--- src/rtl/sat_pkg.sv ---
// Shared types and helpers for the saturating accumulator: FSM state encoding,
// default widths and a fixed-width saturating add for reference use.
package sat_pkg;

    typedef enum logic [0:0] {
        ACCUM = 1'b0,
        HOLD  = 1'b1
    } state_e;

    localparam int IN_W_DEF  = 4;
    localparam int ACC_W_DEF = 8;
    localparam logic [ACC_W_DEF-1:0] ACC_MAX = {ACC_W_DEF{1'b1}};

    typedef struct packed {
        logic [ACC_W_DEF-1:0] sum;
        logic                 ovf;
    } sat_res_t;

    function automatic sat_res_t sat_add(input logic [ACC_W_DEF-1:0] a,
                                         input logic [ACC_W_DEF-1:0] b);
        logic [ACC_W_DEF:0] full;
        sat_res_t           res;
        full    = {1'b0, a} + {1'b0, b};
        res.ovf = full[ACC_W_DEF];
        res.sum = res.ovf ? ACC_MAX : full[ACC_W_DEF-1:0];
        return res;
    endfunction

endpackage

--- src/rtl/sat_add_u.sv ---
// Combinational unsigned saturating adder: sum clamps to all-ones on carry-out,
// ovf flags that the true sum did not fit in W bits.
module sat_add_u #(
    parameter int W = 8
) (
    input  logic [W-1:0] a_i,
    input  logic [W-1:0] b_i,
    output logic [W-1:0] sum_o,
    output logic         ovf_o
);

    logic [W:0] full;

    assign full  = {1'b0, a_i} + {1'b0, b_i};
    assign ovf_o = full[W];
    assign sum_o = full[W] ? {W{1'b1}} : full[W-1:0];

endmodule

--- src/rtl/sat_accum.sv ---
// Frame accumulator: sums narrow unsigned samples into a clamped ACC_W total, one result
// per in_last frame over valid/ready. SAT_ACCUM_COUNT_EN adds a saturating beat count.
module sat_accum
    import sat_pkg::*;
#(
    parameter int IN_W  = 4,
    parameter int ACC_W = 8,
    parameter int CNT_W = 5
) (
    input  logic             clk,
    input  logic             rst,
    input  logic             in_valid,
    output logic             in_ready,
    input  logic [IN_W-1:0]  in_data,
    input  logic             in_last,
    output logic             out_valid,
    input  logic             out_ready,
    output logic [ACC_W-1:0] out_data,
`ifdef SAT_ACCUM_COUNT_EN
    output logic [CNT_W-1:0] out_count,
`endif
    output logic             out_sat
);

    if (ACC_W <= IN_W || CNT_W < 1) begin : g_bad_cfg
        $error("sat_accum: ACC_W must exceed IN_W and CNT_W must be positive");
    end

    state_e           state_q, state_d;
    logic [ACC_W-1:0] acc_q, acc_d;
    logic             sat_q, sat_d;
    logic             out_vld_q, out_vld_d;
    logic [ACC_W-1:0] out_dat_q, out_dat_d;
    logic             out_sat_q, out_sat_d;

    logic [ACC_W-1:0] acc_sum;
    logic             acc_ovf;
    logic             beat_ovf;
    logic             accept;

    // in_ready depends on state only, so out_ready never reaches it combinationally.
    assign in_ready = (state_q == ACCUM);
    assign accept   = in_valid && in_ready;

    sat_add_u #(.W(ACC_W)) u_acc_add (
        .a_i   (acc_q),
        .b_i   ({{(ACC_W-IN_W){1'b0}}, in_data}),
        .sum_o (acc_sum),
        .ovf_o (acc_ovf)
    );

`ifdef SAT_ACCUM_COUNT_EN
    logic [CNT_W-1:0] cnt_q, cnt_d;
    logic [CNT_W-1:0] out_cnt_q, out_cnt_d;
    logic [CNT_W-1:0] cnt_sum;

    sat_add_u #(.W(CNT_W)) u_cnt_add (
        .a_i   (cnt_q),
        .b_i   ({{(CNT_W-1){1'b0}}, 1'b1}),
        .sum_o (cnt_sum),
        .ovf_o (beat_ovf)
    );

    always_comb begin
        cnt_d     = cnt_q;
        out_cnt_d = out_cnt_q;
        if (state_q == ACCUM && accept) begin
            cnt_d = cnt_sum;
            if (in_last) begin
                out_cnt_d = cnt_sum;
            end
        end else if (state_q == HOLD && out_ready) begin
            cnt_d = '0;
        end
    end

    always_ff @(posedge clk) begin
        if (rst) begin
            cnt_q     <= '0;
            out_cnt_q <= '0;
        end else begin
            cnt_q     <= cnt_d;
            out_cnt_q <= out_cnt_d;
        end
    end

    assign out_count = out_cnt_q;
`else
    assign beat_ovf = 1'b0;
`endif

    always_comb begin
        state_d   = state_q;
        acc_d     = acc_q;
        sat_d     = sat_q;
        out_vld_d = out_vld_q;
        out_dat_d = out_dat_q;
        out_sat_d = out_sat_q;
        case (state_q)
            ACCUM: begin
                if (accept) begin
                    acc_d = acc_sum;
                    sat_d = sat_q | acc_ovf | beat_ovf;
                    if (in_last) begin
                        out_dat_d = acc_sum;
                        out_sat_d = sat_q | acc_ovf | beat_ovf;
                        out_vld_d = 1'b1;
                        state_d   = HOLD;
                    end
                end
            end
            HOLD: begin
                // out_vld_q is always set in HOLD, so out_ready alone completes the handshake.
                if (out_ready) begin
                    out_vld_d = 1'b0;
                    acc_d     = '0;
                    sat_d     = 1'b0;
                    state_d   = ACCUM;
                end
            end
            default: state_d = ACCUM;
        endcase
    end

    always_ff @(posedge clk) begin
        if (rst) begin
            state_q   <= ACCUM;
            acc_q     <= '0;
            sat_q     <= 1'b0;
            out_vld_q <= 1'b0;
            out_dat_q <= '0;
            out_sat_q <= 1'b0;
        end else begin
            state_q   <= state_d;
            acc_q     <= acc_d;
            sat_q     <= sat_d;
            out_vld_q <= out_vld_d;
            out_dat_q <= out_dat_d;
            out_sat_q <= out_sat_d;
        end
    end

    assign out_valid = out_vld_q;
    assign out_data  = out_dat_q;
    assign out_sat   = out_sat_q;

endmodule

--- config.mk ---
export PLATFORM = sky130hd
export DESIGN_NAME = sat_accum
export DESIGN_NICKNAME = d
export VERILOG_FILES = /design/src/rtl/sat_pkg.sv /design/src/rtl/sat_add_u.sv /design/src/rtl/sat_accum.sv
export SDC_FILE = /design/constraint.sdc
export NUM_CORES = 1
export LEC_CHECK = 0
export CORE_MARGIN = 2
export CORE_UTILIZATION = 25
export CTS_CLUSTER_SIZE = 14
export DETAILED_ROUTE_END_ITERATION = 8
export PLACE_DENSITY = 0.53
export RECOVER_POWER = 25
export SYNTH_ARGS = -nofsm -noshare
export SYNTH_HDL_FRONTEND = slang
export SYNTH_SLANG_ARGS = --single-unit
--- constraint.sdc ---
create_clock -name clk -period 5.3 [get_ports clk]
set_input_delay 1.06 -clock clk [delete_from_list [all_inputs] [get_ports clk]]
set_output_delay 1.06 -clock clk [all_outputs]
set_load 0.01 [all_outputs]
# Yosys cells after proc, flatten, opt, wreduce, memory -nomap -nowiden
# Cells that the tools add are included.
[word_totals] input_bits=9 output_inout_bits=11 register_bits=20
[op_classes] muxes=14 add_sub_neg=1 n_eq_ne=3 reduce_logical=4 n_bitwise=2
[ops] op="two-way mux 8 bit" n=3
[ops] op="case mux 8 bit (2 select lines)" n=1
[ops] op="adder 8 x 4 -> 9 bit" n=1
[ops] op="two-way mux 1 bit" n=7
[ops] op="case mux 1 bit (2 select lines)" n=3
[ops] op="AND reduction 3 bit" n=2
[ops] op="inequality test 2 x 1 -> 1 bit, second input constant" n=2
[ops] op="inequality test 2 bit, second input constant" n=1
[ops] op="AND reduction 2 bit" n=1
[ops] op="logical AND 1 bit" n=1
[ops] op="inverter 1 bit" n=1
[ops] op="OR 1 bit" n=1

# Longest topological paths before layout
# Gate-level depths: netlist (run 1).
[depth] ltp_word=4 depth_mapped=7 depth_no_buf=6

# Hierarchy
# A second synthesis (run 1) with hierarchy kept.
[unflattened] cells_unflattened=131 area_unflattened_um2=1281.2
[modules_own_cells] module="sat_accum" n_inst=1 cells_per_inst=82 area_each_um2=893.4 seq_area_each_um2=400.4
[modules_own_cells] module="sat_add_u" n_inst=1 cells_per_inst=49 area_each_um2=387.9 seq_area_each_um2=0.0

# Worst setup path before layout (run 1)
# Ideal clock, no wire load.
[synth_path] path_type="input to register" from="input in_data[0]" to="register acc_q[5]" stages=7 arrival_time_ns=2.460 slack_ns=2.708 t_required_ns=5.168 path_cell_list="ha_1 > fa_1 > a211oi_2 > nor3_2 > buf_4 > a22oi_1 > a21oi_1"
[synth_via] elab_chain_len=4
[synth_rtl] item="from (decl)" line="sat_accum.sv:14" source="input logic [IN_W-1:0] in_data,"
[synth_rtl] item="adder 8 x 4 -> 9 bit" line="sat_add_u.sv:14" source="assign full = {1'b0, a_i} + {1'b0, b_i};"
[synth_rtl] item="two-way mux 8 bit" line="sat_add_u.sv:16" source="assign sum_o = full[W] ? {W{1'b1}} : full[W-1:0];"
[synth_rtl] item="two-way mux 8 bit" line="sat_accum.sv:101" source="if (accept) begin"
[synth_rtl] item="case mux 8 bit (2 select lines)" line="sat_accum.sv:99" source="case (state_q)"
[synth_rtl] item="to (signal assigned)" line="sat_accum.sv:128" source="acc_q <= '0;"
[synth_rtl] item="to (signal assigned)" line="sat_accum.sv:135" source="acc_q <= acc_d;"
[synth_rtl] item="to (decl)" line="sat_accum.sv:30" source="logic [ACC_W-1:0] acc_q, acc_d;"
# Every way passes these cells. The select of a mux whose other input is x is not followed.
# A chain may end at the register's enable or synchronous reset.

# Worst setup path in the final report (run 1)
[layout_path] from="input in_data[0]" to="register acc_q[4]"
# The elaborated chain is that of the path after synthesis.

==> impl_metrics.yaml, run 1 <==
floorplan:
  die_h_um: 68.57
  start_util: 0.2606
  die_w_um: 68.57
  rows: 23
  core_sq_um: 4000
  die_area_sq_um: 4701
  ios: 20
cts:
  insertion_delay_ns: 0.25
  cts_buffers: 3
  cts_resized: 0
  ctsLongestPathBuffers: 2
  cts_max_level: 1
  cts_setup_buffers: 0
  cts_sinks: 20
  postCtsHoldBufs: 0
  clkTransAtPathRegs_ns: 0.08
  root_buffer: "clkbuf_8"
  cts_tree: "built"
grt:
  antenna_found_initial: 0
  grt_max_degree: 25
  grt.total_usage: 0.1154
  grt_remaining_overflow: 0
  first_global_vias: 824
  grt_pass1_wl_um: 4043
synth:
  netlist_area_sq_um: 1042
  synth_xor_area_frac: 0.02521
  ys_warn_count: 0
  synthAdderAreaFrac: 0.06723
  synth.area.mux_share: 0.01921
  ys_types: 39
  synth_compound_area_frac: 0.2281
  synth_top_family_by_area: "compound AO/OA/AOI/OAI gates"
  avgSynthCellArea_sq_um: 8.833
  synth-seq-area-share: 0.3842
  synth_simple_gate_area_share: 0.2257
  ys_seq_elements: 20
  syn_inst: 118
  synth_nets: 132
status:
  outcome: "completed"
timing:
  finalClockSkew_ns: 0.003682
  min_period_ns: 3.013
  setup_violations: 0
  hold_viol_final: 0
  drv_slew: 0
  worst_slew_pin_slew_ns: 0.8442
  setup-tns-final_ns: 0
  slew_headroom: 0.4355
  grt_setup_unrepaired: "no"
  max_freq_mhz: 331.9
  fin_crit_sh: 0.5685
worst_setup_path:
  end_kind: "register"
  crit_required_ns: 5.41
  crit_path_max_fanout: 3
  start_kind: "primary input"
  cp_data_arrival_time_ns: 3.12
  path_cells: "clkdlybuf4s50_1, ha_1, fa_1, a21o_1, a21oi_1, mux2i_1, o31ai_1"
  critPathKind: "in -> reg"
  slowest_delay_ns: 0.46
  worstPathBufferInverterCount: 1
  cpMaxStageDelayCell: "fa_1"
  cp_top_family: "adder cells"
routing:
  antenna_left: 0
  drc: 0
  viasPerCell: 4.821
  drt_first_pass_iters: 4
  vias: 887
  drtIter0Drc: 29
  drt-wirelength-per-cell_um: 13.45
  routed_wl_um: 2474
final_layout:
  stdcell_count: 184
  antenna_cells: 0
  fin_nets: 149
  final_util: 0.3272
  layout_commonest_cell: "dfxtp_1"
  drive_gt1_frac: 0.08209
  multiInputGateArea_sq_um: 589.3
  final_cell_mix: "dfxtp_1, clkdlybuf4s50_1, a21oi_1, nor2_1"
  regArea_sq_um: 400.4
  fillers: 403
  area_delta_synth_final_pct: 25.57
placement:
  dp_hpwl_um: 1844
  place_congestion: 0.7767
  dp.cells: 180
  portBuffers: 19
pwr:
  p_per_area_nw_per_um2: 270.5
  ir_drop_v: 0.0001160
  total_leakage_power_nw: 0.4688
job:
  drv_cap: 0
worst_hold_path:
  hp-class: "reg -> reg"
-- cells in the mapped netlist, drive strengths merged --
cell	count	area, sq um
dfxtp	20	400.4
a21oi	12	63.81
nor2	11	41.29
nor3	9	50.05
nand2	8	30.03
buf	5	33.78
o21ai	5	25.02
a211oi	4	35.03
ha	4	50.05
nand3b	4	30.03
o31ai	4	30.03
inv	3	11.26
a22oi	2	15.01
a311oi	2	17.52
and2	2	15.02
and3	2	17.52
clkbuf	2	7.510
mux2i	2	20.02
nand2b	2	12.51
nand3	2	10.01
xnor2	2	17.52
a2111oi	1	15.01
a21o	1	7.510
a41oi	1	8.760
fa	1	20.02
nor2b	1	6.260
nor3b	1	7.510
o21bai	1	7.510
o22ai	1	12.51
or2b	1	7.510
or4	1	7.510
xor2	1	8.760
-- worst register-to-register path, stage by stage, from the launching register on --
cell     delay (ns)
dfxtp_1        0.32
ha_1           0.21
fa_1           0.46
a21o_1         0.22
a21oi_1        0.33
mux2i_1        0.32
o31ai_1        0.10
-- cell type report --
class                      instances  area share
inverter                           3    0.008604
sequential                        20      0.3059
multi-input combinational         88      0.4503
tap                               50     0.04780
timing repair buffer              19      0.1453
clock buffer                       4     0.04206
-- through the flow --
| step | setup WS (ns) | power [mW] | cell area [sq um] | hold WS [ns] |
|---|---|---|---|---|
| 6_report | 2.287 | 0.3540 | 1309 | 0.4736 |
| 3_5_place_dp | 2.021 | 0.2412 | 1254 | 0.4582 |
| 4_1_cts | 2.280 | 0.3596 | 1309 | 0.4726 |
| 5_1_grt | 2.154 | 0.3715 | 1309 | 0.4895 |
| 3_3_place_gp | 2.054 | 0.2400 | 1254 | 0.4447 |
| 2_1_floorplan | 2.708 | 0.2141 | 1042 | 0.4356 |
-- per-layer routing --
layer / up-vias / part of all wire / track usage
li1: 460 / - / -
met1: 415 / 0.49 / 0.1570
met2: 10 / 0.48 / 0.1863
met3: 2 / 0.028 / 0.02273
met4: 0 / 0.0081 / 0.03000
met5: - / 0 / 0
-- registers in the layout (all words and copies together) (netlist names) --
register / flops
out_sat: 1
acc_q: 8
sat_q: 1
out_data: 8
out_valid: 1
state_q: 1
-- logic make-up after synthesis --
kind of cell | count (synthesis)
adder cells (fa/ha/maj) | 5
multiplexers | 2
AND/OR/NAND/NOR | 44
flip-flops | 20
AO/OA/AOI/OAI | 34
buffers and inverters | 10
XOR/XNOR | 3
-- final timing paths --
check / from / endpoint / slack, ns / depth (start not counted)
worst max-delay path: in_data[0] / acc_q[4] / 2.29 / 7
worst min register to register: out_valid / out_valid / 0.47 / 2
worst min-delay path: out_valid / out_valid / 0.47 / 2
worst max register to register: acc_q[0] / acc_q[4] / 3.21 / 6
-- report_power, final --
part | total [mW] | internal [mW] | switching (mW) | leakage (nW)
Clock | 0.117 | 0.0660 | 0.0514 | 0.0288
Sequential | 0.165 | 0.159 | 0.00632 | 0.163
Combinational | 0.0712 | 0.0324 | 0.0388 | 0.277
No activity file was read; power rests on OpenSTA's default activity.
==> inputs of run 2 (changes only) <==
- PLACE_DENSITY: 0.53 -> 0.55
- clock period: 5.3 -> 2.7 ns (I/O delays scaled with it)
==> impl_metrics.yaml, run 2 (synthesis gave the netlist of run 1 again) <==
final_layout:
  stdcell_count: 189
  drive_gt1_frac: 0.1151
  fin_nets: 154
  layout_commonest_cell: "dfxtp_1"
  area_delta_synth_final_pct: 30.73
  final_util: 0.3406
  antenna_cells: 0
  final_cell_mix: "dfxtp_1, clkdlybuf4s50_1, a21oi_1, nor2_1"
pwr:
  p_total_uw: 776.0
  ir_drop_v: 0.0002783
  total_leakage_power_nw: 0.5007
  p_per_area_nw_per_um2: 569.5
cts:
  cts_buffers: 3
  cts_tree: "built"
  cts_resized: 0
  postCtsHoldBufs: 0
  insertion_delay_ns: 0.26
  root_buffer: "clkbuf_8"
  cts_sinks: 20
  cts_setup_buffers: 0
  clkTransAtPathRegs_ns: 0.08
  cts_max_level: 1
  ctsLongestPathBuffers: 2
routing:
  drc: 0
  wirelength_met1_um: 1265
  routed_wl_um: 2516
  antenna_left: 0
  top_layer_used: "met4"
  viasPerCell: 4.825
  drt-wirelength-per-cell_um: 13.31
  wl_met2_um: 1134
  drt_first_pass_iters: 4
  wl_met3_um: 103
  vias: 912
  drtIter0Drc: 29
placement:
  dp_hpwl_um: 1955
  portBuffers: 19
  place_congestion: 0.8370
  pre_cts_ws_ns: 0.02190
  dp.cells: 185
worst_setup_path:
  critPathKind: "in -> reg"
  reg2reg_from: "acc_q[0]"
  cp_data_arrival_time_ns: 2.54
  cpMaxStageDelayCell: "fa_1"
  end_kind: "register"
  crit_required_ns: 2.84
  worstPathBufferInverterCount: 1
  critPathLaunch: "in_data[0]"
  start_kind: "primary input"
  cp_top_family: "adder cells"
  path_cells: "clkdlybuf4s50_1, ha_1, fa_1, a21o_1, a21oi_1, mux2i_1, o31ai_1"
  slowest_delay_ns: 0.44
  crit_path_max_fanout: 3
timing:
  max_freq_mhz: 416.5
  fin_crit_sh: 0.8893
  min_period_ns: 2.401
  layout_setup_ws_ns: 0.2990
  grt_setup_unrepaired: "no"
  slew_headroom: 0.5554
  worst_slew_pin_slew_ns: 0.6634
  finalClockSkew_ns: 0.001666
  setup_violations: 0
  setup-tns-final_ns: 0
  hold_viol_final: 0
  drv_slew: 0
job:
  drv_cap: 0
floorplan:
  core_sq_um: 4000
  start_util: 0.2606
  die_area_sq_um: 4701
  ios: 20
  die_w_um: 68.57
  die_h_um: 68.57
  rows: 23
worst_hold_path:
  worstHoldStart: "acc_q[0]"
  hp-class: "reg -> reg"
grt:
  grt.total_usage: 0.1156
  grt_remaining_overflow: 0
  antenna_found_initial: 0
  grt_max_degree: 13
  first_global_vias: 868
  grt_pass1_wl_um: 4091
status:
  outcome: "completed"
[run 2: cell type report]
type | instances | area, sq um
fill | 401 | 2638
clock buffer | 3 | 41.29
clock inverter | 1 | 30.03
multi-input combinational | 88 | 589.3
timing repair buffer | 24 | 227.7
inverter | 3 | 11.26
sequential | 20 | 400.4
tap | 50 | 62.56
[run 2: per-layer routing]
metal	vias up	global-route usage
met3	2	0.02922
met4	0	0.02250
met5	-	0
met2	15	0.1659
li1	472	-
met1	423	0.1731
[run 2: final timing paths]
path                            slack, ns          end  cells past startpoint
worst max-delay path                 0.30  out_data[4]                      7
worst min-delay path                 0.47     acc_q[0]                      2
worst max register to register       0.69  out_data[4]                      6
worst min register to register       0.47     acc_q[0]                      2
[run 2: through the flow]
stage / cell area (sq um) / hold slack, ns
global route: 1363 / 0.4785
finish: 1363 / 0.4657
detailed placement: 1291 / 0.4553
floorplan: 1042 / 0.4356
CTS: 1363 / 0.4657
global placement: 1291 / 0.4506
[run 2: report_power, final]
part           internal, mW  switching, mW  total (mW)
Combinational        0.0720         0.0782       0.150
Sequential            0.312         0.0126       0.325
Clock                 0.198          0.103       0.301
[run 2: worst min-delay path, cell delays in order, from the launching register on]
cell and delay [ns]:
dfxtp_1 0.32, nand2_1 0.05, a21oi_1 0.05
==> inputs of run 3 (changes only) <==
- CTS_CLUSTER_DIAMETER: not set -> 50
- GPL_TIMING_DRIVEN: not set -> 0
==> impl_metrics.yaml, run 3 (synthesis gave the netlist of run 1 again) <==
pwr:
  total_leakage_power_nw: 0.5023
  p_seq_frac: 0.418
  switching_power_uw: 196.3
  clkPwrFrac: 0.393
  intPower_uw: 577.6
  ir_drop_v: 0.0002757
  p_per_area_nw_per_um2: 566.4
  combPwrFrac: 0.189
  p_total_uw: 773.9
  p_sw_frac: 0.2537
floorplan:
  start_util: 0.2606
  ios: 20
  rows: 23
  core_sq_um: 4000
  die_h_um: 68.57
  die_area_sq_um: 4701
  die_w_um: 68.57
worst_setup_path:
  critPathKind: "in -> reg"
  worstPathBufferInverterCount: 1
  crit_path_max_fanout: 3
  cp_data_arrival_time_ns: 2.56
  path_depth: 7
  cp_top_family: "adder cells"
  start_kind: "primary input"
  end_kind: "register"
  slowest_delay_ns: 0.44
  ff2ff_path_depth: 6
  crit_required_ns: 2.84
  cpMaxStageDelayCell: "fa_1"
  path_cells: "clkdlybuf4s50_1, ha_1, fa_1, a21o_1, a21oi_1, mux2i_1, o31ai_1"
timing:
  setup_violations: 0
  fin_hold_ws_ns: 0.4583
  hold_viol_final: 0
  worst_slew_pin_slew_ns: 0.4986
  min_period_ns: 2.422
  max_freq_mhz: 412.9
  fin_crit_sh: 0.8969
  layout_setup_ws_ns: 0.2783
  setup-tns-final_ns: 0
  slew_headroom: 0.6676
  grt_setup_unrepaired: "no"
  drv_slew: 0
  finalClockSkew_ns: 0.003779
final_layout:
  final_cell_mix: "dfxtp_1, clkdlybuf4s50_1, a21oi_1, nor2_1"
  fin_nets: 156
  area_delta_synth_final_pct: 31.09
  layout_commonest_cell: "dfxtp_1"
  drive_gt1_frac: 0.1135
  antenna_cells: 0
  stdcell_count: 191
placement:
  dp_hpwl_um: 1941
  dp.cells: 187
  place_congestion: 0.8713
  pre_cts_ws_ns: 0.03314
  portBuffers: 19
worst_hold_path:
  hp-class: "reg -> reg"
  min_delay_path_depth: 2
grt:
  grt_pass1_wl_um: 4181
  grt_max_degree: 13
  antenna_found_initial: 0
  first_global_vias: 901
  grt_remaining_overflow: 0
  grt.total_usage: 0.1208
routing:
  drt-wirelength-per-cell_um: 13.31
  drtIter0Drc: 51
  drt_first_pass_iters: 4
  vias: 931
  viasPerCell: 4.874
  drc: 0
  routed_wl_um: 2543
  antenna_left: 0
cts:
  clkTransAtPathRegs_ns: 0.08
  ctsLongestPathBuffers: 2
  cts_max_level: 1
  root_buffer: "clkbuf_8"
  cts_setup_buffers: 0
  cts_resized: 0
  cts_tree: "built"
  cts_sinks: 20
  cts_buffers: 3
  postCtsHoldBufs: 0
  insertion_delay_ns: 0.26
job:
  drv_cap: 0
status:
  outcome: "completed"
==> run 3: cell count changes in the layout (fill, tap and decap cells not counted) <==
cell and delta:
buf_4 -4, buf_2 +3, buf_6 +1, clkbuf_1 +2
==> run 3: stage by stage <==
step	instance area, sq um	util
finish	1366	0.3416
detailed placement	1295	0.3237
CTS	1366	0.3416
global route	1366	0.3416
global placement	1295	0.3237
floorplan	1042	-
==> run 3: power groups by stage <==
stage	Combinational [mW]	Clock [mW]	Sequential [mW]
after CTS	0.149	0.309	0.324
after floorplan	0.0869	0	0.333
after global routing	0.162	0.321	0.326
final	0.146	0.304	0.324
after global placement	0.146	0	0.331
after detailed placement	0.148	0	0.331
==> run 3: worst paths after layout <==
path	from	end	slack, ns
worst max-delay path	in_data[0]	out_data[4]	0.28
worst min-delay path	out_valid	out_valid	0.46
worst max register to register	acc_q[0]	out_data[4]	0.66
worst min register to register	out_valid	out_valid	0.46
==> run 3: worst register-to-register path: cells and delay by family, from the launching register on <==
kind / cells / cell delay [ns]
compound gates: 3 / 0.65
fa+ha+maj: 2 / 0.64
flops: 1 / 0.32
mux: 1 / 0.31
==> run 3: area by class of cell <==
cell class | instances | area (sq um)
well taps | 50 | 62.56
plain buffers | 7 | 41.29
flip-flops and latches | 20 | 400.4
multi-input cells | 88 | 589.3
fillers | 408 | 2634
clock inverters | 1 | 30.03
inverters | 3 | 11.26
repair buffers | 19 | 190.2
clock buffers | 3 | 41.29
==> run 3: routing by layer <==
| layer | global-route usage | vias to the layer above | share of wire | routed length [um] |
|---|---|---|---|---|
| met4 | 0.04500 | 0 | 0.0043 | 11 |
| met5 | 0 | - | 0 | 0 |
| met1 | 0.1607 | 442 | 0.49 | 1246 |
| met3 | 0.02110 | 2 | 0.024 | 62 |
| met2 | 0.1947 | 12 | 0.48 | 1223 |
| li1 | - | 475 | - | - |
